## src/rtl/serial_adder.sv

```systemverilog
// Bit-serial WIDTH-bit unsigned adder: operands are captured on start, then added
// LSB first through a registered-carry full adder built from two half adders.

module half_adder (
    input  logic i_a,
    input  logic i_b,
    output logic o_sum,
    output logic o_carry
);
    assign o_sum   = i_a ^ i_b;
    assign o_carry = i_a & i_b;
endmodule

module serial_adder #(
    parameter int WIDTH = 8
) (
    input  logic             clk,
    input  logic             rst,
    input  logic             start,
    input  logic [WIDTH-1:0] op_a,
    input  logic [WIDTH-1:0] op_b,
    output logic             ready,
    output logic             busy,
    output logic             done,
    output logic [WIDTH-1:0] result,
    output logic             carry_out
);
    localparam int             CW   = $clog2(WIDTH) + 1;
    localparam logic [CW-1:0]  LAST = CW'(WIDTH - 1);

    typedef enum logic [1:0] {
        IDLE  = 2'd0,
        SHIFT = 2'd1,
        DONE  = 2'd2
    } state_t;

    state_t           r_state;
    logic [WIDTH-1:0] r_a_sh;
    logic [WIDTH-1:0] r_b_sh;
    logic [WIDTH-1:0] r_result;
    logic [CW-1:0]    r_cnt;
    logic             r_carry;
    logic             r_carry_out;
    logic             r_ready;
    logic             r_busy;
    logic             r_done;

    logic             w_s0;
    logic             w_c0;
    logic             w_sum;
    logic             w_c1;
    logic             w_c_next;
    logic [WIDTH-1:0] w_result_next;

    // Full adder: first half adder combines the operand bits, second folds in the carry.
    half_adder u_ha0 (
        .i_a     (r_a_sh[0]),
        .i_b     (r_b_sh[0]),
        .o_sum   (w_s0),
        .o_carry (w_c0)
    );

    half_adder u_ha1 (
        .i_a     (w_s0),
        .i_b     (r_carry),
        .o_sum   (w_sum),
        .o_carry (w_c1)
    );

    assign w_c_next = w_c0 | w_c1;

    // A one-bit result has no upper slice to shift down, so it takes the sum directly.
    generate
        if (WIDTH == 1) begin : g_res_narrow
            assign w_result_next = w_sum;
        end else begin : g_res_wide
            assign w_result_next = {w_sum, r_result[WIDTH-1:1]};
        end
    endgenerate

    // NOTE: sequential state uses non-blocking assignments so every register samples
    // pre-edge values; blocking here would let later statements see updated state.
    always_ff @(posedge clk) begin
        if (rst) begin
            r_state     <= IDLE;
            r_a_sh      <= '0;
            r_b_sh      <= '0;
            r_result    <= '0;
            r_cnt       <= '0;
            r_carry     <= 1'b0;
            r_carry_out <= 1'b0;
            r_ready     <= 1'b1;
            r_busy      <= 1'b0;
            r_done      <= 1'b0;
        end else begin
            case (r_state)
                IDLE: begin
                    r_done <= 1'b0;
                    if (start) begin
                        r_a_sh  <= op_a;
                        r_b_sh  <= op_b;
                        r_carry <= 1'b0;
                        r_cnt   <= '0;
                        r_ready <= 1'b0;
                        r_busy  <= 1'b1;
                        r_state <= SHIFT;
                    end
                end
                SHIFT: begin
                    r_result <= w_result_next;
                    r_a_sh   <= r_a_sh >> 1;
                    r_b_sh   <= r_b_sh >> 1;
                    r_carry  <= w_c_next;
                    r_cnt    <= r_cnt + 1'b1;
                    if (r_cnt == LAST) begin
                        r_carry_out <= w_c_next;
                        r_busy      <= 1'b0;
                        r_done      <= 1'b1;
                        r_state     <= DONE;
                    end
                end
                DONE: begin
                    r_done  <= 1'b0;
                    r_ready <= 1'b1;
                    r_state <= IDLE;
                end
                default: begin
                    r_done  <= 1'b0;
                    r_busy  <= 1'b0;
                    r_ready <= 1'b1;
                    r_state <= IDLE;
                end
            endcase
        end
    end

    assign ready     = r_ready;
    assign busy      = r_busy;
    assign done      = r_done;
    assign result    = r_result;
    assign carry_out = r_carry_out;

endmodule

```

## config.mk

```make
export PLATFORM = sky130hd
export DESIGN_NAME = serial_adder
export DESIGN_NICKNAME = d
export VERILOG_FILES = /design/src/rtl/serial_adder.sv
export SDC_FILE = /design/constraint.sdc
export NUM_CORES = 1
export LEC_CHECK = 0
export BUFFER_PORTS_ARGS = -buffer_cell sky130_fd_sc_hd__buf_2
export CAP_MARGIN = 20
export CORE_MARGIN = 3
export CORE_UTILIZATION = 35
export CTS_CLUSTER_DIAMETER = 120
export DETAILED_ROUTE_END_ITERATION = 10
export PLACE_DENSITY = 0.64
export SETUP_SLACK_MARGIN = 0.02
export SYNTH_ARGS = -nofsm -noshare
export SYNTH_HDL_FRONTEND = slang
export SYNTH_HIERARCHICAL = 1
export SYNTH_SLANG_ARGS = --single-unit
```

## constraint.sdc

```tcl
create_clock -name clk -period 1.6 [get_ports clk]
set_clock_uncertainty 0.2 [all_clocks]
set_input_delay 0.16 -clock clk [delete_from_list [all_inputs] [get_ports clk]]
set_output_delay 0.16 -clock clk [all_outputs]
set_load 0.01 [all_outputs]
```

; ---- Word level (Yosys, flattened, before mapping)
; Cells that the tools add are included.
[op_classes]
n_addsub = 1
multipliers = 0
n_div = 0
order_cmp = 0
n_eq_ne = 5
n_shift = 0
muxes = 15
bitwise = 7
n_reduce_logical = 8
[op_table]
columns = operator, count
row1 = $pmux 8 s2, 2
row2 = $mux 8, 2
row3 = $pmux 4 s2, 1
row4 = $reduce_and 2->1, 4
row5 = $add 4x1->4 const B, 1
row6 = $eq 4x3->1 const B, 1
row7 = $mux 2, 2
row8 = $mux 4, 1
row9 = $ne 2x2->1 const B, 2
row10 = $pmux 1 s2, 2
row11 = $pmux 2 s2, 1
row12 = $mux 1, 3
row13 = $pmux 1 s3, 1
row14 = $reduce_and 3->1, 1
row15 = $and 1x1->1, 2
row16 = $eq 2x1->1 const B, 1
row17 = $eq 2x2->1 const B, 1
row18 = $logic_not 2->1, 1
row19 = $not 1->1, 2
row20 = $reduce_bool 2->1, 1
row21 = $reduce_or 2->1, 1
row22 = $xor 1x1->1, 2
row23 = $or 1x1->1, 1
[totals]
ff_bits = 35
latch_bits = 0
mem_bits_rw = 0
mem_bits_ro = 0
in_bits = 19
output_inout_bits = 12
wordCells = 46
memories = 0

; ---- Depth between registers and ports, before layout
; Gate-level depths: netlist (run 1).
[depth]
depth_word = 4
ltp_mapped = 5
ltp_nobuf = 4

; ---- Modules after synthesis
; Netlist (run 1), hierarchy kept.
[modules_own_cells]
columns = module, instances, cells_each, area_each_um2, seq_area_each_um2
row1 = serial_adder, 1, 191, 1605.3, 700.7
row2 = half_adder, 2, 1, 12.5, 0.0

; ---- Worst setup path before layout (run 1)
; No wires, ideal clock.
[synth_path]
path_kind = register to register
start = register r_state[0]
end = register r_a_sh[4]
setup_time_ps = 132
t_arrival_ps = 1103
required_ps = 1268
setup_slack_ps = 165
stages_incl_launch_ff = 5
path_buffers = 1
synth_period_minus_slack_ps = 1435
cell_sequence = dfxtp_1 > buf_6 > or3b_2 > a21oi_1 > nor3_1
[synth_between]
elab_chain_len = 3
word_cells_on_any_way = 6
cone_classes = 2 x eq/ne / 1 x mux / 3 x reduce/logical
[synth_lines]
columns = element, line
row1 = start: declaration, 37  ; state_t r_state;
row2 = start signal: assignment, 85  ; r_state <= IDLE;
row3 = start signal: assignment, 106  ; r_state <= SHIFT;
row4 = start signal: assignment, 119  ; r_state <= DONE;
row5 = $eq 2x1->1 / $logic_not 2->1 (equally long branches), 96  ; case (r_state)
row6 = $reduce_bool 2->1 (no line) / $ne 2x2->1 (equally long branches), n/a
row7 = $reduce_and 2->1 (no line), n/a
row8 = end signal: assignment, 100  ; r_a_sh <= op_a;
row9 = end signal: assignment, 111  ; r_a_sh <= r_a_sh >> 1;
row10 = end: declaration, 38  ; logic [WIDTH-1:0] r_a_sh;
; Several ways; a longest one is shown, not always the timed one.
; A chain may end at the register's enable or synchronous reset.

; ---- Final worst setup path (run 1)
[layout_path]
start = register r_cnt[0]
end = register r_state[0]
[layout_between]
elab_chain_len = 3
[layout_lines]
columns = element, line
row1 = start: declaration, 41  ; logic [CW-1:0] r_cnt;
row2 = start signal: assignment, 114  ; r_cnt <= r_cnt + 1'b1;
row3 = $eq 4x3->1, 115  ; if (r_cnt == LAST) begin
row4 = $ne 2x2->1 (no line), n/a
row5 = $reduce_and 2->1 (no line), n/a
row6 = end signal: assignment, 119
row7 = end signal: assignment, 125  ; r_state <= IDLE;
row8 = end signal: assignment, 131  ; r_state <= IDLE;
; Every way passes these cells.

==> results of run 1 <==
routing by layer:
metal / vias to the layer above / wire [um] / GRT usage [%]
li1: 738 / - / -
met2: 24 / 1648 / 23.72
met4: 0 / 58 / 6.917
met1: 657 / 1616 / 16.72
met5: - / 0 / 0
met3: 7 / 155 / 4.054
worst max-delay path: cells and delay by family, from the launching register on:
family | cells | cell delay (ns)
AOI/OAI and AO/OA | 1 | 0.38
DFF | 1 | 0.34
adders and majority gates | 1 | 0.24
and+or+nand+nor | 1 | 0.24
Yosys cell counts, types with 2 or more instances:
cell type	instances	area, um2
clkbuf_1	3	11.26
buf_1	3	11.26
dfxtp_1	35	700.7
nand3_1	2	10.01
or3b_2	5	43.79
o21bai_1	2	15.01
nor2_1	18	67.56
nand3b_1	2	15.01
nand2b_1	8	50.05
inv_1	8	30.03
a21oi_1	32	160.2
nor3_1	10	50.05
buf_2	4	20.02
buf_4	5	37.54
nor2b_1	3	18.77
nand2_1	20	75.07
o22a_1	4	35.03
o221a_2	8	90.09
ha_1	3	37.54
o22ai_1	2	12.51
sequential cells by signal (all words and copies together) (netlist names):
name and cells:
carry_out 1, r_b_sh 8, r_state 2, ready 1, r_a_sh 8, done 1, result 8, busy 1
r_cnt 4, r_carry 1
worst paths after layout:
kind | cells past startpoint | start | to | slack [ns]
worst max-delay path | 3 | r_cnt[0] | r_state[0] | 0.09
worst max register to register | 3 | r_cnt[0] | r_state[0] | 0.09
worst min register to register | 2 | result[0] | result[0] | 0.25
worst min-delay path | 2 | rst | busy | 0.03
through the flow:
stage | instances | util (%)
after floorplan | 193 | -
after global placement | 271 | 42.63
after detailed placement | 271 | 42.63
after CTS | 280 | 45.07
after global routing | 280 | 45.24
final | 280 | 45.24
cell families (layout without fill, tap and decap cells):
logic type,count (synthesis),count (layout),share of synthesized area [%]
flops,35,35,42.98
buf+inv,24,59,7.445
fa+ha+maj,3,3,2.303
simple gates,75,75,23.79
compound gates,56,56,23.48
power by group:
group          leakage, nW  total, mW  switching (mW)  internal [mW]
logic                0.513      0.263           0.126          0.137
registers            0.287      0.952          0.0326          0.919
clock network       0.0470      0.631           0.294          0.337
total                0.847       1.85           0.453           1.39
what timing repair did:
item	4_1_cts	5_1_grt
resized for setup	0	2
hold buffers	2	0
hold endpoints to repair	2	0
endpoints found under the setup margin	0	2
final cells by class:
| type | count | area, um2 | area share (%) |
|---|---|---|---|
| multi-input combinational | 134 | 814.5 | 40.79 |
| sequential | 35 | 701.9 | 35.15 |
| timing repair buffer | 44 | 297.8 | 14.91 |
| clock buffer | 6 | 82.58 | 4.135 |
| tap | 52 | 65.06 | 3.258 |
| inverter | 8 | 30.03 | 1.504 |
| clock inverter | 1 | 5.005 | 0.2506 |
==> summary.txt, run 1 <==
Cell Area, Synth - 0.001630 mm2
worst-case clock buffer depth - 2
Tot GR Track Use - 14.20%
Data required, critical path - 1.56 ns
global-route wire length before repair - 6.016 mm
most frequent cells in the layout - 34 x dfxtp_1, 32 x a21oi_1, 30 x buf_2, 20 x nand2_1, 18 x nor2_1
commonest non-fill, non-tap cell in the layout - dfxtp_1
n_diodes - 0
Max Fclk - 664.4 MHz
Design Area, Final - 0.001997 mm2
Yosys cell types - 36
CP Capture Type - register
Num CTS Buffers - 5
num rows - 24
maximum capacitance violations - 0
Setup CP Type - register to register
CTS tree - built
status - finished clean
DR vias - 1,426
Power Dens Cells - 924.5 mW/mm2
Tot Pwr - 1.846 mW
setup bufs post-CTS - 0
ANT nets after route - 0
worst hold slack - 0.03293 ns
average vias per placed instance - 5.093
Syn Nets - 215
Area Overhead vs Synth - 22.49%
Worst slew margin - 79.92%
syn_area_per_cell - 8.447 um2
unrepaired setup endpoints after global routing - false
routed len/inst - 12.43 um
Final WS setup - 0.09489 ns
Slew @ Worst Pin - 0.3007 ns
Root Driver - clkbuf_8
IO Port Bufs - 30
grt ovf - 0
Syn. warnings - 6
clk_lat worst skew - 0.28 ns
routability cong. - 0.7374
Starting Density - 36.93%
DIE AREA - 0.005513 mm2
Residual DRC - 0
slowest stage delay, CP - 0.38 ns
vias in the first global route - 1,392
DP Worst Slack - 0.08830 ns
Seq/Total Area, Yosys - 42.98%
Clock Pin Slew Worst Setup and Hold Paths - 0.07 ns
fill count - 458
Peak supply drop - 0.3887 mV
Area after DPL - 0.001882 mm2
CP max stage cell - a2111oi_2
layout cells sized above 1 - 29.82%
drt total wl - 3.479 mm
Pre-antenna DRT Iters - 4
synthesized instance count - 193
Max Slew Vio Count - 0
Die W - 74.25 um
final hold violation count - 0
worst-path maximum fanout - 4
period utilization - 94.07%
Initial DRC Count - 93
clock sinks - 35
H-tree depth - 2
cells along the critical path - ha_1, and3b_1, a2111oi_2
HPWL after detailed placement - 2.460 mm
Ports - 31
Critical Path AT - 1.47 ns
initial antenna violation count - 0
core area - 0.004414 mm2
largest net degree at the start of global routing - 24
final worst path period need - 1.505 ns
Hold Path Class - primary input to register
Setup TNS - 0 ns
main flop type after synthesis - dfxtp_1
Final nets - 250
ys async rst share - 0%
EDFF count, synth - 0
Final Setup Violations - 0
crit start category - register
Lkg Pwr - 0.8471 nW
Synth Register Bits - 35
Die Y - 74.25 um
Power figures use the tool's default switching activity.
==> run 2: changes to the inputs <==
--- a/config.mk
+++ b/config.mk
@@ -5,13 +5,13 @@
 export SDC_FILE = /design/constraint.sdc
 export NUM_CORES = 1
 export LEC_CHECK = 0
-export BUFFER_PORTS_ARGS = -buffer_cell sky130_fd_sc_hd__buf_2
 export CAP_MARGIN = 20
 export CORE_MARGIN = 3
 export CORE_UTILIZATION = 35
 export CTS_CLUSTER_DIAMETER = 120
 export DETAILED_ROUTE_END_ITERATION = 10
-export PLACE_DENSITY = 0.64
+export DONT_BUFFER_PORTS = 1
+export PLACE_DENSITY = 0.58
 export SETUP_SLACK_MARGIN = 0.02
 export SYNTH_ARGS = -nofsm -noshare
 export SYNTH_HDL_FRONTEND = slang
==> run 2 against run 1 <==
  * Routed wire length rose by 3.1%
  * Sequential share of layout area grew 1.9 points
  * Critical path depth did not move
  * Setup slack better by 0.024 ns
  * Hold slack worse by 0.022 ns
  * Sequential power rose by 0.8%
  * Final cell count decreased by 8.9%
  * Combinational power down 16%
  * Global-route usage decreased by 0.17 points
  * Flip-flop and latch count stayed put
==> summary.txt, run 2 (synthesized netlist as in run 1, its figures left out) <==
num rows - 24 (unchanged)
global-route track usage on met3 - 4.865% (+0.81 points)
most frequent cells in the layout - 34 x dfxtp_1, 32 x a21oi_1, 20 x nand2_1, 18 x nor2_1, 10 x nor3_1
CP Capture Type - register
unrepaired setup endpoints after global routing - false
CP max stage cell - a2111oi_2
met1 Use GR - 17.13% (+0.41 points)
Residual DRC - 0 (unchanged)
commonest non-fill, non-tap cell in the layout - dfxtp_1
Die Y - 74.25 um (unchanged)
Final Setup Violations - 0 (unchanged)
worst-path maximum fanout - 4 (unchanged)
DR vias - 1,340 (-6.0%)
largest net degree at the start of global routing - 37 (+54%)
maximum capacitance violations - 0 (unchanged)
Data required, critical path - 1.57 ns (about the same)
routability cong. - 0.7723 (+4.7%)
post-layout util - 42.94% (-2.3 points)
initial antenna violation count - 0 (unchanged)
global route hottest layer - met2
global-route wire length before repair - 5.885 mm (-2.2%)
Starting Density - 36.93% (unchanged)
Pre-antenna DRT Iters - 4 (unchanged)
vias in the first global route - 1,259 (-9.6%)
clk_lat worst skew - 0.28 ns (about the same)
Area after DPL - 0.001664 mm2 (-12%)
Hold Path Class - primary input to register
Initial DRC Count - 85 (-8.6%)
Tot GR Track Use - 14.03% (-0.17 points)
cells along the critical path - ha_1, and3b_1, a2111oi_2
Setup TNS - 0 ns (unchanged)
Area Overhead vs Synth - 16.27%
Max Slew Vio Count - 0 (unchanged)
grt ovf - 0 (unchanged)
IO Port Bufs - 0 (-100%)
ANT nets after route - 0 (unchanged)
Design Area, Final - 0.001896 mm2 (-5.1%)
status - finished clean
Die W - 74.25 um (unchanged)
core area - 0.004414 mm2 (unchanged)
drt total wl - 3.587 mm (+3.1%)
Slew @ Worst Pin - 0.5573 ns (+0.2566 ns)
Worst slew margin - 62.85% (-17 points)
HPWL after detailed placement - 2.282 mm (-7.3%)
Max Fclk - 675.0 MHz (+1.6%)
Lkg Pwr - 0.7427 nW (-12%)
period utilization - 92.59% (-1.5 points)
Peak supply drop - 0.3780 mV (-2.8%)
fill count - 457 (-0.22%)
average vias per placed instance - 5.255 (+3.2%)
worst-case clock buffer depth - 2 (unchanged)
clock sinks - 35 (unchanged)
routed len/inst - 14.07 um (+13%)
layout cells sized above 1 - 17.24% (-13 points)
Ports - 31 (unchanged)
routing usage on met2 - 22.24% (-1.5 points)
CTS tree - built
crit start category - register
Num CTS Buffers - 5 (unchanged)
Power Dens Cells - 1057 mW/mm2 (+14%)
setup bufs post-CTS - 0 (unchanged)
H-tree depth - 2 (unchanged)
Clock Pin Slew Worst Setup and Hold Paths - 0.07 ns (about the same)
DIE AREA - 0.005513 mm2 (unchanged)
n_diodes - 0 (unchanged)
final worst path period need - 1.481 ns (-0.02373 ns)
Root Driver - clkbuf_8
slowest stage delay, CP - 0.36 ns (-0.02 ns)
Final nets - 224 (-10%)
final hold violation count - 0 (unchanged)
Setup CP Type - register to register
Critical Path AT - 1.45 ns (-0.02 ns)
==> run 2: final cells by class <==
type | instances | area, um2 | share of cell area [%]
tap | 52 | 65.06 | 3.432
sequential | 35 | 701.9 | 37.03
inverter | 8 | 30.03 | 1.584
clock inverter | 2 | 35.03 | 1.848
timing repair buffer | 18 | 172.7 | 9.109
clock buffer | 6 | 82.58 | 4.356
multi-input combinational | 134 | 808.3 | 42.64
==> run 2: path summary, 6_finish.rpt <==
| path | end | start | cells past startpoint | slack, ns |
|---|---|---|---|---|
| min | r_a_sh[4] | op_a[4] | 3 | 0.01 |
| max reg2reg | r_state[0] | r_cnt[0] | 3 | 0.12 |
| min reg2reg | r_carry | r_carry | 2 | 0.27 |
| max | r_state[0] | r_cnt[0] | 3 | 0.12 |
==> run 2: layer usage <==
metal	share of wire (%)	up-vias	wire length, um
met1	45	615	1625
li1	-	692	-
met2	47	29	1699
met5	0	-	0
met4	1.5	0	55
met3	5.8	4	208
==> run 2: report_power, final <==
| group | total [mW] | switching (mW) | leakage (nW) | internal [mW] |
|---|---|---|---|---|
| clock | 0.823 | 0.319 | 0.0612 | 0.504 |
| combinational | 0.221 | 0.106 | 0.394 | 0.115 |
| sequential | 0.960 | 0.0406 | 0.287 | 0.919 |
| total | 2.00 | 0.466 | 0.743 | 1.54 |
==> run 2: per-stage QoR <==
stage	setup slack [ns]	hold slack [ns]	cells	power, mW
global placement	0.03695	0.03456	237	1.157
floorplan	0.1652	0.1436	193	1.144
global route	0.04419	0.01296	255	2.109
CTS	0.07386	0.006343	255	2.032
finish	0.1186	0.01125	255	2.004
detailed placement	0.01530	0.03386	237	1.159
==> run 2: timing repair <==
action	4_1_cts	5_1_grt
gates resized for setup	1	1
hold buffers	10	0
endpoints found under the hold margin	35	0
setup endpoints to repair	2	2
==> run 2: worst max-delay path, delay by kind of cell (launching register included) <==
kind                     cells  cell delay [ns]
flip-flops                   1             0.34
adder cells (fa/ha/maj)      1             0.24
AND/OR/NAND/NOR              1             0.24
AO/OA/AOI/OAI                1             0.36
==> run 3: changes to the inputs <==
--- a/config.mk
+++ b/config.mk
@@ -6,6 +6,7 @@
 export NUM_CORES = 1
 export LEC_CHECK = 0
 export CAP_MARGIN = 20
+export CORE_ASPECT_RATIO = 1.25
 export CORE_MARGIN = 3
 export CORE_UTILIZATION = 35
 export CTS_CLUSTER_DIAMETER = 120
==> run 3 against run 2 <==
  * Hold slack worse by 0.0037 ns
  * Core utilization down 0.13 points
  * Combinational power up 5%
  * Sequential power about the same
  * Setup slack worse by 0.039 ns
  * Non-clock buffer count up 1
  * Fmax down 2.6%
  * Largest cell class unchanged
  * Highest routed layer unchanged
==> summary.txt, run 3 (synthesized netlist as in run 1, its figures left out) <==
IO Port Bufs - 0 (unchanged)
Peak supply drop - 0.6753 mV (+79%)
Pre-antenna DRT Iters - 4 (unchanged)
unrepaired setup endpoints after global routing - false
post-layout util - 42.82% (-0.13 points)
routability cong. - 0.7119 (-7.8%)
Data required, critical path - 1.58 ns (about the same)
Root Driver - clkbuf_8
drt total wl - 3.584 mm (about the same)
Lkg Pwr - 0.7440 nW (+0.18%)
average vias per placed instance - 5.023 (-4.4%)
Worst slew margin - 62.92% (+0.066 points)
Hold Path Class - primary input to register
routed len/inst - 13.68 um (-2.8%)
fill count - 479 (+4.8%)
Setup TNS - 0 ns (unchanged)
Max Fclk - 657.7 MHz (-2.6%)
Area Overhead vs Synth - 17.11%
num rows - 27 (+13%)
worst-case clock buffer depth - 2 (unchanged)
worst-path maximum fanout - 9 (+5)
Initial DRC Count - 70 (-18%)
crit start category - register
largest net degree at the start of global routing - 37 (unchanged)
H-tree depth - 2 (unchanged)
Design Area, Final - 0.001909 mm2 (+0.73%)
Ports - 31 (unchanged)
Die W - 67.05 um (-9.7%)
clk_lat worst skew - 0.29 ns (about the same)
Num CTS Buffers - 5 (unchanged)
Residual DRC - 0 (unchanged)
DR vias - 1,316 (-1.8%)
period utilization - 95.03% (+2.4 points)
Starting Density - 36.56% (-0.37 points)
Critical Path AT - 1.50 ns (+0.05 ns)
DP Worst Slack - 0.04851 ns (+0.03321 ns)
final worst path period need - 1.521 ns (+0.03913 ns)
final hold violation count - 0 (unchanged)
status - finished clean
layout cells sized above 1 - 18.14% (+0.90 points)
CTS tree - built
Power Dens Cells - 1039 mW/mm2 (-1.8%)
HPWL after detailed placement - 2.317 mm (+1.6%)
Slew @ Worst Pin - 0.5563 ns (-0.0009832 ns)
clock sinks - 35 (unchanged)
Max Slew Vio Count - 0 (unchanged)
Net Switching - 0.4814 mW (+3.2%)
n_diodes - 0 (unchanged)
Setup CP Type - register to register
global-route wire length before repair - 5.975 mm (+1.5%)
maximum capacitance violations - 0 (unchanged)
Tot GR Track Use - 14.32% (+0.28 points)
DIE AREA - 0.005518 mm2 (about the same)
Final nets - 225 (+0.45%)
ANT nets after route - 0 (unchanged)
Final Setup Violations - 0 (unchanged)
Final WS setup - 0.07949 ns (-0.03913 ns)
Seq pwr share - 48.3% (+0.4 points)
Die Y - 82.31 um (+11%)
most frequent cells in the layout - 34 x dfxtp_1, 31 x a21oi_1, 20 x nand2_1, 18 x nor2_1, 10 x nor3_1
Area after DPL - 0.001679 mm2 (+0.90%)
Clock Pin Slew Worst Setup and Hold Paths - 0.07 ns (about the same)
vias in the first global route - 1,267 (+0.64%)
commonest non-fill, non-tap cell in the layout - dfxtp_1
R2R setup slack - 0.08 ns (-0.04 ns)
CP Capture Type - register
initial antenna violation count - 0 (unchanged)
Comb pwr share - 11.6% (+0.6 points)
core area - 0.004459 mm2 (+1.0%)
grt ovf - 0 (unchanged)
Switching Share - 24.28% (+1.0 points)
Int Pwr - 1.502 mW (-2.4%)
setup bufs post-CTS - 0 (unchanged)
Clk pwr share - 40.1% (-1.0 points)
-- run 3: changes by cell type in the layout (fill, tap and decap cells not counted) --
cell / before / now
a21oi_1: 32 / 31
a21oi_2: 0 / 1
buf_4: 8 / 9
clkbuf_8: 6 / 5
clkinv_4: 0 / 1
-- run 3: cell type report --
class                      count  area [um2]  area share [%]
clock buffer                   5       68.82           3.604
timing repair buffer          19       180.2           9.436
tap                           58       72.57           3.801
multi-input combinational    134       812.0           42.53
sequential                    35       701.9           36.76
inverter                       8       30.03           1.573
clock inverter                 3       43.79           2.294
-- run 3: stage by stage --
stage	hold slack, ns	total power [mW]	instances
after floorplan	0.1436	1.144	193
after global placement	0.03197	1.162	244
after detailed placement	0.03424	1.164	244
after CTS	0.005633	2.008	262
after global routing	0.02308	2.093	262
final	0.007551	1.983	262
-- run 3: power groups by stage --
stage	Sequential [mW]	Clock [mW]	Combinational, mW
after floorplan	0.967	0	0.178
after global placement	0.976	0	0.186
after detailed placement	0.978	0	0.186
after CTS	0.957	0.820	0.230
after global routing	0.964	0.866	0.263
final	0.957	0.795	0.231
-- run 3: critical path, cell delays in order, from the launching register on --
cell,delay [ns]
dfxtp_2,0.36
buf_4,0.17
or3b_2,0.46
a21oi_1,0.17
nor3_1,0.06
-- run 3: final timing paths --
| check | startpoint | depth (start not counted) | endpoint |
|---|---|---|---|
| worst min-delay path | op_a[4] | 3 | r_a_sh[4] |
| worst max-delay path | r_state[0] | 4 | r_a_sh[1] |
| worst max register to register | r_state[0] | 4 | r_a_sh[1] |
| worst min register to register | r_carry | 2 | r_carry |
-- run 3: repair_timing --
item                       CTS  global route
setup endpoints to repair    0             6
hold endpoints to repair    35             0
resized for setup            0             3
hold buffers                10             0
-- run 3: per-layer routing --
layer / global-route usage (%) / part of all wire (%)
met5: 0 / 0
met4: 5.477 / 1.7
met3: 4.601 / 5.3
met2: 23.60 / 47
met1: 17.21 / 46
